**src/rtl/axil_desc_ram_slave_if.sv**
```systemverilog
// AXI4-Lite bus bundle between the stimulus master and the descriptor RAM slave.
// The master modport drives requests and the slave modport drives responses.
interface axil_desc_ram_slave_if #(
  parameter int ADDR_WIDTH = 32,
  parameter int DATA_WIDTH = 32
);
  logic [ADDR_WIDTH-1:0]   awaddr;
  logic [2:0]              awprot;
  logic                    awvalid;
  logic                    awready;
  logic [DATA_WIDTH-1:0]   wdata;
  logic [DATA_WIDTH/8-1:0] wstrb;
  logic                    wvalid;
  logic                    wready;
  logic [1:0]              bresp;
  logic                    bvalid;
  logic                    bready;
  logic [ADDR_WIDTH-1:0]   araddr;
  logic [2:0]              arprot;
  logic                    arvalid;
  logic                    arready;
  logic [DATA_WIDTH-1:0]   rdata;
  logic [1:0]              rresp;
  logic                    rvalid;
  logic                    rready;

  modport master (
    output awaddr, awprot, awvalid, wdata, wstrb, wvalid, bready,
           araddr, arprot, arvalid, rready,
    input  awready, wready, bresp, bvalid, arready, rdata, rresp, rvalid
  );

  modport slave (
    input  awaddr, awprot, awvalid, wdata, wstrb, wvalid, bready,
           araddr, arprot, arvalid, rready,
    output awready, wready, bresp, bvalid, arready, rdata, rresp, rvalid
  );
endinterface

```
**src/rtl/axil_desc_ram_slave.sv**
```systemverilog
// AXI4-Lite slave fronting a word-addressed descriptor RAM, with a write-notify port.
// Define AXIL_DESC_UNALIGNED_ERR_EN to reject accesses whose addr[1:0] is nonzero.
module axil_desc_ram_slave #(
  parameter int                    DATA_WIDTH  = 32,
  parameter int                    ADDR_WIDTH  = 32,
  parameter int                    DEPTH_WORDS = 16,
  parameter logic [ADDR_WIDTH-1:0] BASE_ADDR   = 32'h0000_1000
) (
  input  logic                           S_AXI_aclk,
  input  logic                           S_AXI_aresetn,
  axil_desc_ram_slave_if.slave           S_AXI,
  output logic                           wr_notify,
  output logic [$clog2(DEPTH_WORDS)-1:0] wr_index
);
  localparam int                    IDX_W     = $clog2(DEPTH_WORDS);
  localparam int                    NBYTES    = DATA_WIDTH / 8;
  localparam logic [ADDR_WIDTH-1:0] WIN_BYTES = ADDR_WIDTH'(DEPTH_WORDS * 4);
  localparam logic [1:0]            RESP_OKAY   = 2'b00;
  localparam logic [1:0]            RESP_SLVERR = 2'b10;

  typedef enum logic [1:0] {W_IDLE, W_COLLECT, W_RESP} w_state_t;
  typedef enum logic       {R_IDLE, R_RESP} r_state_t;

  w_state_t w_state, w_state_n;
  r_state_t r_state, r_state_n;

  logic                  aw_held, w_held, aw_held_n, w_held_n;
  logic [ADDR_WIDTH-1:0] aw_addr_q;
  logic [DATA_WIDTH-1:0] w_data_q;
  logic [NBYTES-1:0]     w_strb_q;
  logic                  aw_hs, w_hs, ar_hs, commit, b_done;
  logic                  wr_ok, rd_ok;
  logic [IDX_W-1:0]      wr_idx, rd_idx;
  logic [DATA_WIDTH-1:0] mem [DEPTH_WORDS];
  logic                  unused;

  function automatic logic addr_ok(input logic [ADDR_WIDTH-1:0] a);
    logic [ADDR_WIDTH-1:0] off;
    off = a - BASE_ADDR;
    addr_ok = (a >= BASE_ADDR) && (off < WIN_BYTES);
`ifdef AXIL_DESC_UNALIGNED_ERR_EN
    if (a[1:0] != 2'b00) addr_ok = 1'b0;
`endif
  endfunction

  function automatic logic [IDX_W-1:0] addr_idx(input logic [ADDR_WIDTH-1:0] a);
    return IDX_W'((a - BASE_ADDR) >> 2);
  endfunction

  assign unused = ^{S_AXI.awprot, S_AXI.arprot};
  assign aw_hs  = S_AXI.awvalid && S_AXI.awready;
  assign w_hs   = S_AXI.wvalid && S_AXI.wready;
  assign ar_hs  = S_AXI.arvalid && S_AXI.arready;
  assign wr_ok  = addr_ok(aw_addr_q);
  assign wr_idx = addr_idx(aw_addr_q);
  assign rd_ok  = addr_ok(S_AXI.araddr);
  assign rd_idx = addr_idx(S_AXI.araddr);

  // AW and W are collected independently; the commit fires once both are held.
  always_comb begin
    w_state_n = w_state;
    aw_held_n = aw_held | aw_hs;
    w_held_n  = w_held | w_hs;
    commit    = 1'b0;
    b_done    = 1'b0;
    case (w_state)
      W_IDLE:    if (aw_hs || w_hs) w_state_n = W_COLLECT;
      W_COLLECT: if (aw_held && w_held) begin
        commit    = 1'b1;
        w_state_n = W_RESP;
      end
      W_RESP:    if (S_AXI.bready) begin
        b_done    = 1'b1;
        aw_held_n = 1'b0;
        w_held_n  = 1'b0;
        w_state_n = W_IDLE;
      end
      default:   w_state_n = W_IDLE;
    endcase
  end

  always_ff @(posedge S_AXI_aclk) begin
    if (!S_AXI_aresetn) begin
      w_state       <= W_IDLE;
      aw_held       <= 1'b0;
      w_held        <= 1'b0;
      aw_addr_q     <= '0;
      w_data_q      <= '0;
      w_strb_q      <= '0;
      S_AXI.awready <= 1'b0;
      S_AXI.wready  <= 1'b0;
      S_AXI.bvalid  <= 1'b0;
      S_AXI.bresp   <= RESP_OKAY;
      wr_notify     <= 1'b0;
      wr_index      <= '0;
    end else begin
      w_state       <= w_state_n;
      aw_held       <= aw_held_n;
      w_held        <= w_held_n;
      S_AXI.awready <= !aw_held_n && (w_state_n != W_RESP);
      S_AXI.wready  <= !w_held_n && (w_state_n != W_RESP);
      S_AXI.bvalid  <= (w_state_n == W_RESP);
      wr_notify     <= commit && wr_ok;
      if (aw_hs) aw_addr_q <= S_AXI.awaddr;
      if (w_hs) begin
        w_data_q <= S_AXI.wdata;
        w_strb_q <= S_AXI.wstrb;
      end
      if (commit) begin
        S_AXI.bresp <= wr_ok ? RESP_OKAY : RESP_SLVERR;
        if (wr_ok) wr_index <= wr_idx;
      end
      if (b_done) begin
        aw_addr_q   <= '0;
        w_data_q    <= '0;
        w_strb_q    <= '0;
        S_AXI.bresp <= RESP_OKAY;
      end
    end
  end

  // A read sampled on the commit edge sees the old word, since both update together.
  always_ff @(posedge S_AXI_aclk) begin
    if (!S_AXI_aresetn) begin
      for (int i = 0; i < DEPTH_WORDS; i++) mem[i] <= '0;
    end else if (commit && wr_ok) begin
      for (int b = 0; b < NBYTES; b++)
        if (w_strb_q[b]) mem[wr_idx][8*b +: 8] <= w_data_q[8*b +: 8];
    end
  end

  always_comb begin
    r_state_n = r_state;
    case (r_state)
      R_IDLE:  if (ar_hs) r_state_n = R_RESP;
      R_RESP:  if (S_AXI.rready) r_state_n = R_IDLE;
      default: r_state_n = R_IDLE;
    endcase
  end

  always_ff @(posedge S_AXI_aclk) begin
    if (!S_AXI_aresetn) begin
      r_state       <= R_IDLE;
      S_AXI.arready <= 1'b0;
      S_AXI.rvalid  <= 1'b0;
      S_AXI.rdata   <= '0;
      S_AXI.rresp   <= RESP_OKAY;
    end else begin
      r_state       <= r_state_n;
      S_AXI.arready <= (r_state_n == R_IDLE);
      if (ar_hs) begin
        S_AXI.rvalid <= 1'b1;
        S_AXI.rdata  <= rd_ok ? mem[rd_idx] : '0;
        S_AXI.rresp  <= rd_ok ? RESP_OKAY : RESP_SLVERR;
      end else if (r_state == R_RESP && S_AXI.rready) begin
        S_AXI.rvalid <= 1'b0;
        S_AXI.rdata  <= '0;
        S_AXI.rresp  <= RESP_OKAY;
      end
    end
  end
endmodule

```
**src/flat_wrapper.sv**
```systemverilog
// flat-port wrapper written by rule: the top's interface ports become plain ports
module axil_desc_ram_slave_flat 
#(
  parameter int                    DATA_WIDTH  = 32,
  parameter int                    ADDR_WIDTH  = 32,
  parameter int                    DEPTH_WORDS = 16,
  parameter logic [ADDR_WIDTH-1:0] BASE_ADDR   = 32'h0000_1000
)
  (S_AXI_aclk, S_AXI_aresetn, wr_notify, wr_index, S_AXI_awaddr, S_AXI_awprot, S_AXI_awvalid, S_AXI_wdata, S_AXI_wstrb, S_AXI_wvalid, S_AXI_bready, S_AXI_araddr, S_AXI_arprot, S_AXI_arvalid, S_AXI_rready, S_AXI_awready, S_AXI_wready, S_AXI_bresp, S_AXI_bvalid, S_AXI_arready, S_AXI_rdata, S_AXI_rresp, S_AXI_rvalid);
  axil_desc_ram_slave_if #(.ADDR_WIDTH(ADDR_WIDTH), .DATA_WIDTH(DATA_WIDTH)) S_AXI_i ();
  input  logic S_AXI_aclk;
  input  logic S_AXI_aresetn;
  output logic wr_notify;
  output logic [$clog2(DEPTH_WORDS)-1:0] wr_index;
  input wire logic [$bits(S_AXI_i.awaddr)-1:0] S_AXI_awaddr;
  input wire logic [$bits(S_AXI_i.awprot)-1:0] S_AXI_awprot;
  input wire logic [$bits(S_AXI_i.awvalid)-1:0] S_AXI_awvalid;
  input wire logic [$bits(S_AXI_i.wdata)-1:0] S_AXI_wdata;
  input wire logic [$bits(S_AXI_i.wstrb)-1:0] S_AXI_wstrb;
  input wire logic [$bits(S_AXI_i.wvalid)-1:0] S_AXI_wvalid;
  input wire logic [$bits(S_AXI_i.bready)-1:0] S_AXI_bready;
  input wire logic [$bits(S_AXI_i.araddr)-1:0] S_AXI_araddr;
  input wire logic [$bits(S_AXI_i.arprot)-1:0] S_AXI_arprot;
  input wire logic [$bits(S_AXI_i.arvalid)-1:0] S_AXI_arvalid;
  input wire logic [$bits(S_AXI_i.rready)-1:0] S_AXI_rready;
  output wire logic [$bits(S_AXI_i.awready)-1:0] S_AXI_awready;
  output wire logic [$bits(S_AXI_i.wready)-1:0] S_AXI_wready;
  output wire logic [$bits(S_AXI_i.bresp)-1:0] S_AXI_bresp;
  output wire logic [$bits(S_AXI_i.bvalid)-1:0] S_AXI_bvalid;
  output wire logic [$bits(S_AXI_i.arready)-1:0] S_AXI_arready;
  output wire logic [$bits(S_AXI_i.rdata)-1:0] S_AXI_rdata;
  output wire logic [$bits(S_AXI_i.rresp)-1:0] S_AXI_rresp;
  output wire logic [$bits(S_AXI_i.rvalid)-1:0] S_AXI_rvalid;
  assign S_AXI_i.awaddr = S_AXI_awaddr;
  assign S_AXI_i.awprot = S_AXI_awprot;
  assign S_AXI_i.awvalid = S_AXI_awvalid;
  assign S_AXI_i.wdata = S_AXI_wdata;
  assign S_AXI_i.wstrb = S_AXI_wstrb;
  assign S_AXI_i.wvalid = S_AXI_wvalid;
  assign S_AXI_i.bready = S_AXI_bready;
  assign S_AXI_i.araddr = S_AXI_araddr;
  assign S_AXI_i.arprot = S_AXI_arprot;
  assign S_AXI_i.arvalid = S_AXI_arvalid;
  assign S_AXI_i.rready = S_AXI_rready;
  assign S_AXI_awready = S_AXI_i.awready;
  assign S_AXI_wready = S_AXI_i.wready;
  assign S_AXI_bresp = S_AXI_i.bresp;
  assign S_AXI_bvalid = S_AXI_i.bvalid;
  assign S_AXI_arready = S_AXI_i.arready;
  assign S_AXI_rdata = S_AXI_i.rdata;
  assign S_AXI_rresp = S_AXI_i.rresp;
  assign S_AXI_rvalid = S_AXI_i.rvalid;
  axil_desc_ram_slave #(.DATA_WIDTH(DATA_WIDTH), .ADDR_WIDTH(ADDR_WIDTH), .DEPTH_WORDS(DEPTH_WORDS), .BASE_ADDR(BASE_ADDR)) u_core (.S_AXI_aclk(S_AXI_aclk), .S_AXI_aresetn(S_AXI_aresetn), .S_AXI(S_AXI_i), .wr_notify(wr_notify), .wr_index(wr_index));
endmodule
```
**config.mk**
```make
export PLATFORM = sky130hd
export DESIGN_NAME = axil_desc_ram_slave_flat
export DESIGN_NICKNAME = d
export VERILOG_FILES = /design/src/rtl/axil_desc_ram_slave_if.sv /design/src/rtl/axil_desc_ram_slave.sv /design/src/flat_wrapper.sv
export SDC_FILE = /design/constraint.sdc
export NUM_CORES = 1
export LEC_CHECK = 0
export BUFFER_PORTS_ARGS = -buffer_cell sky130_fd_sc_hd__buf_2
export CAP_MARGIN = 20
export CORE_ASPECT_RATIO = 1.75
export CORE_MARGIN = 2
export CORE_UTILIZATION = 37
export CTS_CLUSTER_SIZE = 28
export DETAILED_ROUTE_END_ITERATION = 10
export GPL_TIMING_DRIVEN = 0
export PLACE_DENSITY = 0.58
export SYNTH_ARGS = -nofsm -noshare
export SYNTH_HDL_FRONTEND = slang
export SYNTH_SLANG_ARGS = --single-unit
```
**constraint.sdc**
```tcl
create_clock -name S_AXI_aclk -period 2.8 [get_ports S_AXI_aclk]
set_input_delay 0.42 -clock S_AXI_aclk [delete_from_list [all_inputs] [get_ports S_AXI_aclk]]
set_output_delay 0.42 -clock S_AXI_aclk [all_outputs]
set_load 0.05 [all_outputs]
```
==> metrics.txt, run 1 <==
Slew Viols, Final=0; Final Cell Area=0.0328 mm²; Die Span X=210 µm; post-synth top area cell=edfxtp_1; DR iter-0 viols=~2000; Worst VDD drop=513 µV; number of I/O port buffers=142; Final Skew=0.0320 ns; hold_sp=S_AXI_awaddr[5]; drt pass-1 iters=7; critical path type=primary input to flip-flop; most common cell in the netlist=nor3_1; Yosys warning count=0; min Tclk post-route=2.82 ns; CP max FO=10; Final period util=101%; CTS H-tree lvls=2; first-pass GRT wire length=144000 µm; Die Y=between 300 and 400 µm; initial antenna violation count=3; Synth Cell Area=0.0275 mm²; worst flop-to-flop path endpoint=u_core.mem[11][12]; hold-fix buffers at CTS=0; Core Area=0.0738 mm²; vias after detailed routing=20300; WL final=~100000 µm; final-report hold violation count=0; Synth area leaders=edfxtp_1 56%, nor3_1 9.3%, dfxtp_1 8.4%; EDFF count, synth=~500; Final setup violation count=2; pre-CTS WS=-1.28 ns; post-DP HPWL=78500 µm; Arr. time, crit path=roughly 3.3 ns; Die ar.=about 0.077 mm²; Worst-Margin Slew=around 1.1 ns; fill count=roughly 6600; clk sink count=627; required time worst endpoint=between 3 and 4 ns; DR vias/cell=5.88; Crit. Startpoint=S_AXI_araddr[3]; vias in the first global route=about 22000; syn_area_per_cell=12.6 µm²; outcome=finished, violations left; PwrDens=roughly 610 mW/mm²; Clk Latency, worst-skew pair=about 0.62 ns; Post-route DRC=0; fraction of registers with async set/reset=0%; relative slew slack=24.2%; Tot Pwr=20.1 mW; CTS buffer count=53; PnR worst setup slack=-0.0177 ns; worst r2r path cells=6; Cells on Worst Hold Path=3; Reg2Reg Setup Slack=0 ns; IO Pins=159; Yosys reg bits=627; hold endpoint=u_core.aw_addr_q[5]; share of the synthesized area in the top cell type=a little under three fifths; Post-DP Area=about 0.030 mm²; number of routed nets with antenna violations=0; RSZ-0062 raised after global routing=yes; max cap viols=0; TritonCTS clock tree=done; CTS Root Cell=clkbuf_16; failing checks=negative setup slack; Primary FF master, synth=edfxtp_1; Rows=132; P&R area growth vs syn=19.1%; share of cells above drive strength 1=21.8%; worst hold margin=approximately 0.042 ns; gp weighted congestion=1.00; largest net degree at the start of global routing=18; sequential fraction of the synthesis area=64.2%; reg2reg start=u_core.aw_addr_q[4]; Clock Path Buffers=3; initial core utilization=between 30% and 40%; startpoint types=primary input; P_leak=10.9 nW; crit path capture type=flip-flop; Max Fclk=0.355 GHz; Hold Crit Class=primary input to flip-flop; clock slew at reported path FFs=0.07 ns; most instantiated cells after synthesis=513 x nor3_1, 512 x edfxtp_1, 222 x nand2_1, 189 x clkbuf_1, 115 x dfxtp_1; post-synthesis cell type count=42; Final #Nets=between 2000 and 3000; wire per inst=29.2 µm; Syn Inst Count=about 2200; All-Layer GR Usage=26.3%; total congestion overflow=0
## through the flow
stage / TNS, ns / cells / util [%]
global placement: -607.37 / 3266 / 40.0
detailed placement: -382.00 / 3304 / 40.5
floorplan: -3.50 / 2186 / -
CTS: -1.34 / 3431 / 44.1
global route: -0.662 / 3448 / 44.4
finish: -0.0231 / 3449 / 44.4
## layout make-up
class	instances	area [µm²]	share of cell area, %
tap	938	1170	3.58
antenna	1	2.50	0.00763
inverter	2	7.51	0.0229
sequential	627	17700	53.9
buffer	247	1100	3.35
clock buffer	64	1470	4.49
multi-input combinational	1309	9400	28.6
timing repair buffer	226	1620	4.94
clock inverter	35	354	1.08
## worst max path at each step
stage | to | slack, ns | cells after the start
4_1_cts | u_core.mem[8][27] | -0.08 | 6
2_1_floorplan | u_core.mem[1][24] | -0.16 | 4
5_1_grt | u_core.mem[3][29] | -0.05 | 6
3_5_place_dp | u_core.mem[15][18] | -1.28 | 5
3_3_place_gp | u_core.mem[1][19] | -2.30 | 4
6_report | u_core.S_AXI.rdata[4] | -0.02 | 7
## cells by family after synthesis
logic type | Yosys count | synth area share (%)
flops | 627 | 64.2
mux | 198 | 11.6
xor+xnor | 1 | 0.0318
simple gates | 908 | 15.7
buf+inv | 250 | 3.71
compound gates | 200 | 4.75
other cells | 1 | 0.0136
## report_power, final
part | internal (mW) | leakage (nW) | switching, mW | total (mW)
Clock | 4.36 | 0.900 | 3.56 | 7.93
Combinational | 0.592 | 3.81 | 1.12 | 1.71
Sequential | 10.3 | 6.22 | 0.124 | 10.5
## routing by layer
metal / up-vias / share of wire, % / GRT usage, %
met4: 6 / 10 / 22.9
met3: 392 / 6.2 / 3.84
met1: 9988 / 31 / 25.3
met5: - / 0.047 / 0
li1: 8821 / - / -
met2: 1084 / 53 / 48.7
## sequential cells by signal (all words and copies together), names as in the netlist
name	count
u_core.w_data_q	32
u_core.mem	512
u_core.aw_held	1
u_core.S_AXI.wready	1
u_core.w_state	2
u_core.S_AXI.bresp	1
u_core.aw_addr_q	30
u_core.r_state	1
u_core.w_strb_q	4
u_core.S_AXI.rvalid	1
u_core.w_held	1
u_core.S_AXI.bvalid	1
u_core.S_AXI.rresp	1
u_core.S_AXI.rdata	32
u_core.S_AXI.arready	1
u_core.wr_notify	1
u_core.wr_index	4
u_core.S_AXI.awready	1
## timing repair
action | 4_1_cts | 5_1_grt
resized for setup | 95 | 39
pin swaps | 26 | 6
setup buffers | 29 | 13
endpoints found under the setup margin | 721 | 324
## worst max-delay path, stage by stage
cell and delay, ns:
buf_2 0.24, clkbuf_1 0.57, clkbuf_1 0.77, mux4_2 0.43, mux2i_1 0.54, and2_1 0.22, o31ai_1 0.06
## cells in the final DEF, fill, tap and decap left out, types with 9 or more instances in the layout
| cell | synthesis | layout |
|---|---|---|
| dfxtp_1 | 115 | 115 |
| mux2i_1 | 101 | 101 |
| buf_12 | 0 | 22 |
| a21oi_1 | 69 | 69 |
| clkbuf_1 | 189 | 157 |
| o21ai_1 | 0 | 15 |
| o31ai_1 | 68 | 33 |
| o21ai_2 | 0 | 11 |
| clkinv_2 | 0 | 13 |
| nand2_1 | 222 | 222 |
| nor3_1 | 513 | 513 |
| nor2_1 | 77 | 77 |
| edfxtp_1 | 512 | 512 |
| buf_6 | 0 | 9 |
| mux4_2 | 96 | 96 |
| buf_4 | 12 | 47 |
| buf_1 | 16 | 14 |
| and2_1 | 42 | 42 |
| buf_2 | 31 | 190 |
| clkbuf_2 | 0 | 32 |
| o31ai_4 | 0 | 29 |
| clkbuf_16 | 0 | 57 |
| a2111oi_0 | 32 | 31 |
(Power assumes the default switching activity.)
==> inputs of run 2 (changes only) <==
--- a/config.mk
+++ b/config.mk
@@ -6,14 +6,15 @@
 export NUM_CORES = 1
 export LEC_CHECK = 0
 export BUFFER_PORTS_ARGS = -buffer_cell sky130_fd_sc_hd__buf_2
-export CAP_MARGIN = 20
+export CELL_PAD_IN_SITES_DETAIL_PLACEMENT = 1
+export CELL_PAD_IN_SITES_GLOBAL_PLACEMENT = 1
 export CORE_ASPECT_RATIO = 1.75
 export CORE_MARGIN = 2
 export CORE_UTILIZATION = 37
 export CTS_CLUSTER_SIZE = 28
 export DETAILED_ROUTE_END_ITERATION = 10
 export GPL_TIMING_DRIVEN = 0
-export PLACE_DENSITY = 0.58
+export PLACE_DENSITY = 0.67
 export SYNTH_ARGS = -nofsm -noshare
 export SYNTH_HDL_FRONTEND = slang
 export SYNTH_SLANG_ARGS = --single-unit
==> run 2 against run 1 <==
- the run still ends with negative setup slack left
- wire length up 6.2%
- largest cell class unchanged
- clock skew down 0.0060 ns
- cell count down 0.46%
- largest power group unchanged
- hold slack worse by 0.0017 ns
- design area up 0.11%
- global-route usage up 1.6 points
- non-clock buffer count down 23
- die area unchanged
- combinational power about the same
- power about the same
==> metrics.txt, run 2 (synthesis gave the netlist of run 1 again) <==
outcome=finished, violations left; Die Y=365 µm (unchanged); CTS H-tree lvls=2 (unchanged); DR iter-0 viols=1734 (-14%); Clock Path Buffers=3 (unchanged); drt pass-1 iters=5 (-2); Final setup violation count=1 (-1); Rows=132 (unchanged); min Tclk post-route=2.81 ns (-0.00547 ns); PwrDens=613 mW/mm² (about the same); Biggest register=u_core.mem; Setup TNS Final=-0.0122 ns (+0.0108 ns); delay-heaviest family, CP=buffers and inverters; CP Buf/Inv Count=3 (unchanged); P_leak=10.9 nW (-0.40%); DR vias/cell=6.04 (+2.6%); crit path capture type=flip-flop; number of routed nets with antenna violations=0 (unchanged); relative slew slack=5.93% (-18 points); startpoint types=primary input; cell chain of the critical path=buf_2 > clkbuf_1 > buf_1 > mux4_2 > mux2i_1 > and2_1 > o31ai_1; vias in the first global route=22900 (+6.2%); sw frac=24.5% (+0.58 points); Slew Viols, Final=0 (unchanged); most frequent cells in the layout=512 x nor3_1, 512 x edfxtp_1, 220 x nand2_1, 177 x buf_2, 161 x clkbuf_1; hold-fix buffers at CTS=0 (unchanged); IO Pins=159 (unchanged); clock slew at reported path FFs=0.07 ns (about the same); Worst-Margin Slew=1.41 ns (+0.275 ns); top flop regs=u_core.mem (512), u_core.S_AXI.rdata (32), u_core.w_data_q (32); Arr. time, crit path=3.31 ns (+0.05 ns); initial core utilization=37.3% (unchanged); Levels on crit path=7 (unchanged); required time worst endpoint=3.30 ns (+0.05 ns); Logic pwr share=8.5% (about the same); worst r2r path cells=5 (-1); clock share of power=39.4% (about the same); Final Skew=0.0259 ns (-0.00603 ns); clk sink count=627 (unchanged); worst flop-to-flop path endpoint=u_core.mem[1][25]; Worst VDD drop=470 µV (-8.4%); first-pass GRT wire length=154000 µm (+6.8%); total congestion overflow=0 (unchanged); WL final=107000 µm (+6.2%); share of cells above drive strength 1=21.6% (-0.21 points); Cells on Worst Hold Path=3 (unchanged); Max Fclk=0.356 GHz (+0.19%); Clk Latency, worst-skew pair=0.64 ns (+0.02 ns); Die ar.=0.0767 mm² (unchanged); initial antenna violation count=0 (-3); sw power=4.93 mW (+2.5%); max cap viols=0 (unchanged); CP max stage cell=buf_1; Hold Crit Class=primary input to flip-flop; RSZ-0062 raised after global routing=yes; CTS Root Cell=clkbuf_16; critical path type=primary input to flip-flop; CP peak stage delay=0.78 ns (about the same); Reg2Reg Setup Slack=0.02 ns (+0.02 ns); CP max FO=10 (unchanged); Core Area=0.0738 mm² (unchanged); largest net degree at the start of global routing=17 (-1); wire per inst=31.2 µm (+6.7%); hold endpoint=u_core.aw_addr_q[5]; sequential share of power=52.1% (about the same); utilization after layout=44.5% (+0.049 points); Pint=15.2 mW (-0.71%); post-DP HPWL=82000 µm (+4.6%); worst hold margin=0.0401 ns (-0.00168 ns); failing checks=negative setup slack; TritonCTS clock tree=done; All-Layer GR Usage=28.0% (+1.6 points); PnR worst setup slack=-0.0122 ns (+0.00547 ns); CTS buffer count=56 (+5.7%); Tot Pwr=20.1 mW (about the same); vias after detailed routing=20700 (+2.2%); Post-route DRC=0 (unchanged); Die Span X=210 µm (unchanged); hold_sp=S_AXI_awaddr[5]; number of I/O port buffers=142 (unchanged); max reg flops=512 (unchanged); reg2reg start=u_core.aw_addr_q[6]; P&R area growth vs syn=19.2%; Final period util=100% (-0.20 points); Final #Nets=2559 (-0.78%); gp weighted congestion=0.939 (-6.4%); final-report hold violation count=0 (unchanged)
## run 2: cell types whose count changed in the layout (fill, tap and decap cells not counted), sizes merged
cell,previous run,this run
buf,286,265
bufinv,7,5
clkbuf,249,253
clkinv,23,24
clkinvlp,4,3
diode,1,2
inv,3,5
## run 2: worst reg2reg max path: cells and delay by family, from the launching register on
family / cells / cell delay, ns
AO/OA/AOI/OAI: 1 / 0.59
buffers and inverters: 1 / 0.27
flip-flops: 1 / 0.33
AND/OR/NAND/NOR: 3 / 1.30
## run 2: timing repair
item	4_1_cts	5_1_grt
setup endpoints to repair	869	258
pin swaps	28	9
gates resized for setup	121	58
buffers inserted	31	10
## run 2: per-stage QoR
| stage | instance area, µm² | setup WS [ns] | std cells |
|---|---|---|---|
| final | 32800 | -0.0122 | 3433 |
| after global routing | 32800 | -0.0503 | 3431 |
| after CTS | 32600 | 0.00116 | 3421 |
| after detailed placement | 29700 | -1.37 | 3287 |
| after global placement | 29500 | -1.99 | 3266 |
| after floorplan | 27600 | -0.156 | 2186 |
## run 2: cell type report
type                       instances  area (µm²)
fill                            7652       41000
sequential                       627       17700
multi-input combinational       1309        9540
clock buffer                      70        1510
timing repair buffer             204        1490
tap                              938        1170
buffer                           246        1120
clock inverter                    35         319
inverter                           2        7.51
antenna                            2        5.00
## run 2: worst max-delay path by stage
stage	from	end	slack (ns)
after floorplan	u_core.aw_addr_q[31]	u_core.mem[1][24]	-0.16
after global placement	u_core.aw_addr_q[31]	u_core.mem[1][18]	-1.99
after detailed placement	S_AXI_araddr[5]	u_core.S_AXI.rdata[10]	-1.37
after CTS	u_core.aw_addr_q[31]	u_core.mem[3][4]	0.001
after global routing	S_AXI_araddr[2]	u_core.S_AXI.rdata[9]	-0.05
final	S_AXI_araddr[3]	u_core.S_AXI.rdata[21]	-0.01
## run 2: power by group through the flow
stage / clock network (mW) / registers [mW] / logic, mW
floorplan: 0 / 10.6 / 0.864
global placement: 0 / 10.7 / 1.48
detailed placement: 0 / 10.7 / 1.54
CTS: 7.95 / 10.5 / 1.67
global route: 8.23 / 10.5 / 1.79
finish: 7.92 / 10.5 / 1.72
## run 2: metal layers
layer,global-route usage (%),share of wire (%),vias to the layer above
li1,-,-,8783
met1,26.2,31,10400
met2,52.1,53,1081
met3,4.73,6.1,475
met4,24.3,9.9,0
met5,0,0,-
==> inputs of run 3 (changes only) <==
--- a/config.mk
+++ b/config.mk
@@ -10,11 +10,11 @@
 export CELL_PAD_IN_SITES_GLOBAL_PLACEMENT = 1
 export CORE_ASPECT_RATIO = 1.75
 export CORE_MARGIN = 2
-export CORE_UTILIZATION = 37
+export CORE_UTILIZATION = 45
 export CTS_CLUSTER_SIZE = 28
 export DETAILED_ROUTE_END_ITERATION = 10
 export GPL_TIMING_DRIVEN = 0
-export PLACE_DENSITY = 0.67
+export PLACE_DENSITY = 0.78
 export SYNTH_ARGS = -nofsm -noshare
 export SYNTH_HDL_FRONTEND = slang
 export SYNTH_SLANG_ARGS = --single-unit
==> run 3 against run 2 <==
- the flow now finishes without violations
- wire length is 2.2% higher
- non-clock buffer count is 2 higher
- maximum frequency increased by 0.49%
- hold slack lost 0.0063 ns
- global-route usage rose by 7.4 points
==> metrics.txt, run 3 (synthesis gave the netlist of run 1 again) <==
drt pass-1 iters=6 (+1); RSZ-0062 raised after global routing=yes; Hold Crit Class=primary input to flip-flop; wire per inst=33.3 µm (+6.8%); initial antenna violation count=2 (+2); Core Area=0.0608 mm² (-18%); CP max FO=10 (unchanged); Pint=15.4 mW (+1.3%); DR iter-0 viols=2297 (+32%); startpoint types=flip-flop; Die Y=331 µm (-9.2%); post-DP HPWL=79900 µm (-2.6%); outcome=complete, no violations; sw frac=24.7% (+0.20 points); Rows=120 (-9.1%); clock share of power=40.1% (+0.7 points); TritonCTS clock tree=done; gp weighted congestion=0.998 (+6.3%); critical path type=flip-flop to flip-flop; Clk Latency, worst-skew pair=0.65 ns (about the same); total congestion overflow=0 (unchanged); Die Span X=191 µm (-9.1%); share of cells above drive strength 1=21.6% (-0.023 points); Post-route DRC=0 (unchanged); IO Pins=159 (unchanged); number of routed nets with antenna violations=0 (unchanged); Tot Pwr=20.4 mW (+1.6%); DR vias/cell=6.48 (+7.3%); sequential share of power=51.3% (-0.8 points); Arr. time, crit path=3.19 ns (-0.12 ns); clock slew at reported path FFs=0.07 ns (about the same); Logic pwr share=8.6% (about the same); clk sink count=627 (unchanged); number of I/O port buffers=142 (unchanged); P&R area growth vs syn=18.5%; sw power=5.05 mW (+2.4%); Die ar.=0.0633 mm² (-18%); min Tclk post-route=2.80 ns (-0.0136 ns); most frequent cells in the layout=512 x nor3_1, 512 x edfxtp_1, 221 x nand2_1, 172 x buf_2, 153 x clkbuf_1; largest net degree at the start of global routing=20 (+3); P_leak=10.9 nW (-0.11%); first-pass GRT wire length=159000 µm (+3.2%); max cap viols=0 (unchanged); Worst-Margin Slew=1.39 ns (-0.0232 ns); Setup TNS Final=0 ns (+0.0122 ns); Final #Nets=2560 (+0.039%); PwrDens=626 mW/mm² (+2.2%); Final period util=100% (-0.49 points); CTS Root Cell=clkbuf_16; CTS H-tree lvls=2 (unchanged); Worst VDD drop=565 µV (+20%); WL final=110000 µm (+2.2%); Clock Path Buffers=3 (unchanged); pre-CTS WS=-1.15 ns (+0.221 ns); final-report hold violation count=0 (unchanged); All-Layer GR Usage=35.4% (+7.4 points); Final setup violation count=0 (-1); PnR worst setup slack=0.00136 ns (+0.0136 ns); Max Fclk=0.357 GHz (+0.49%); Biggest register=u_core.mem; top flop regs=u_core.mem (512), u_core.S_AXI.rdata (32), u_core.w_data_q (32); required time worst endpoint=3.19 ns (-0.11 ns); cell total after placement=3142 (-4.4%); vias after detailed routing=21300 (+2.7%); relative slew slack=7.47% (+1.5 points); Final Skew=0.0408 ns (+0.0149 ns); max reg flops=512 (unchanged); CTS buffer count=55 (-1.8%); vias in the first global route=23400 (+1.9%); Slew Viols, Final=0 (unchanged); initial core utilization=45.3% (+8.0 points); crit path capture type=flip-flop; non-filler cells in the finished layout=3287 (-4.3%)
run 3: metal layers:
| layer | vias to the layer above | track usage (%) | share of wire, % |
|---|---|---|---|
| met5 | - | 0 | 0 |
| met4 | 0 | 31.8 | 11 |
| met3 | 559 | 6.58 | 7.5 |
| met2 | 1409 | 61.7 | 51 |
| met1 | 10500 | 35.2 | 30 |
| li1 | 8784 | - | - |
run 3: power groups by stage:
| stage | combinational, mW | clock (mW) | sequential [mW] |
|---|---|---|---|
| finish | 1.76 | 8.19 | 10.5 |
| global route | 1.81 | 8.48 | 10.5 |
| CTS | 1.68 | 8.13 | 10.5 |
| detailed placement | 1.53 | 0 | 10.7 |
| global placement | 1.45 | 0 | 10.7 |
| floorplan | 0.864 | 0 | 10.6 |
run 3: metrics by stage:
step	hold WS, ns	util, %	cell area [µm²]
4_1_cts	0.0242	53.5	32500
6_report	0.0338	53.7	32600
3_3_place_gp	0.435	48.2	29300
2_1_floorplan	0.431	-	27600
3_5_place_dp	0.444	48.6	29600
5_1_grt	0.0434	53.7	32600
run 3: what timing repair did:
item / CTS / global route
endpoints found under the hold margin: 0 / 0
hold buffers: 0 / 0
pin swaps: 32 / 5
setup buffers: 37 / 6
setup endpoints to repair: 728 / 415
resized for setup: 114 / 50
run 3: cell type report:
type	count	area [µm²]
multi-input cells	1309	9520
flip-flops and latches	627	17700
inverters	2	7.51
well taps	793	992
diodes	3	7.51
repair buffers	206	1490
plain buffers	246	1090
clock buffers	69	1490
fillers	6152	28200
clock inverters	32	362
run 3: path summary, 6_finish.rpt:
path / startpoint / end / slack (ns) / cells after the start
worst max-delay path: u_core.aw_addr_q[13] / u_core.mem[15][15] / 0.001 / 7
worst max register to register: u_core.aw_addr_q[13] / u_core.mem[15][15] / 0.001 / 7
worst min-delay path: S_AXI_wdata[30] / u_core.w_data_q[30] / 0.03 / 3
worst min register to register: u_core.S_AXI.rdata[24] / u_core.S_AXI.rdata[24] / 0.45 / 2
run 3: worst max-delay path, cell delays in order (launching register included):
cell,delay [ns]
dfxtp_1,0.33
or3_1,0.47
nor4_4,0.30
buf_4,0.20
nand4_1,0.13
buf_2,0.24
buf_1,0.42
nor3_1,0.49
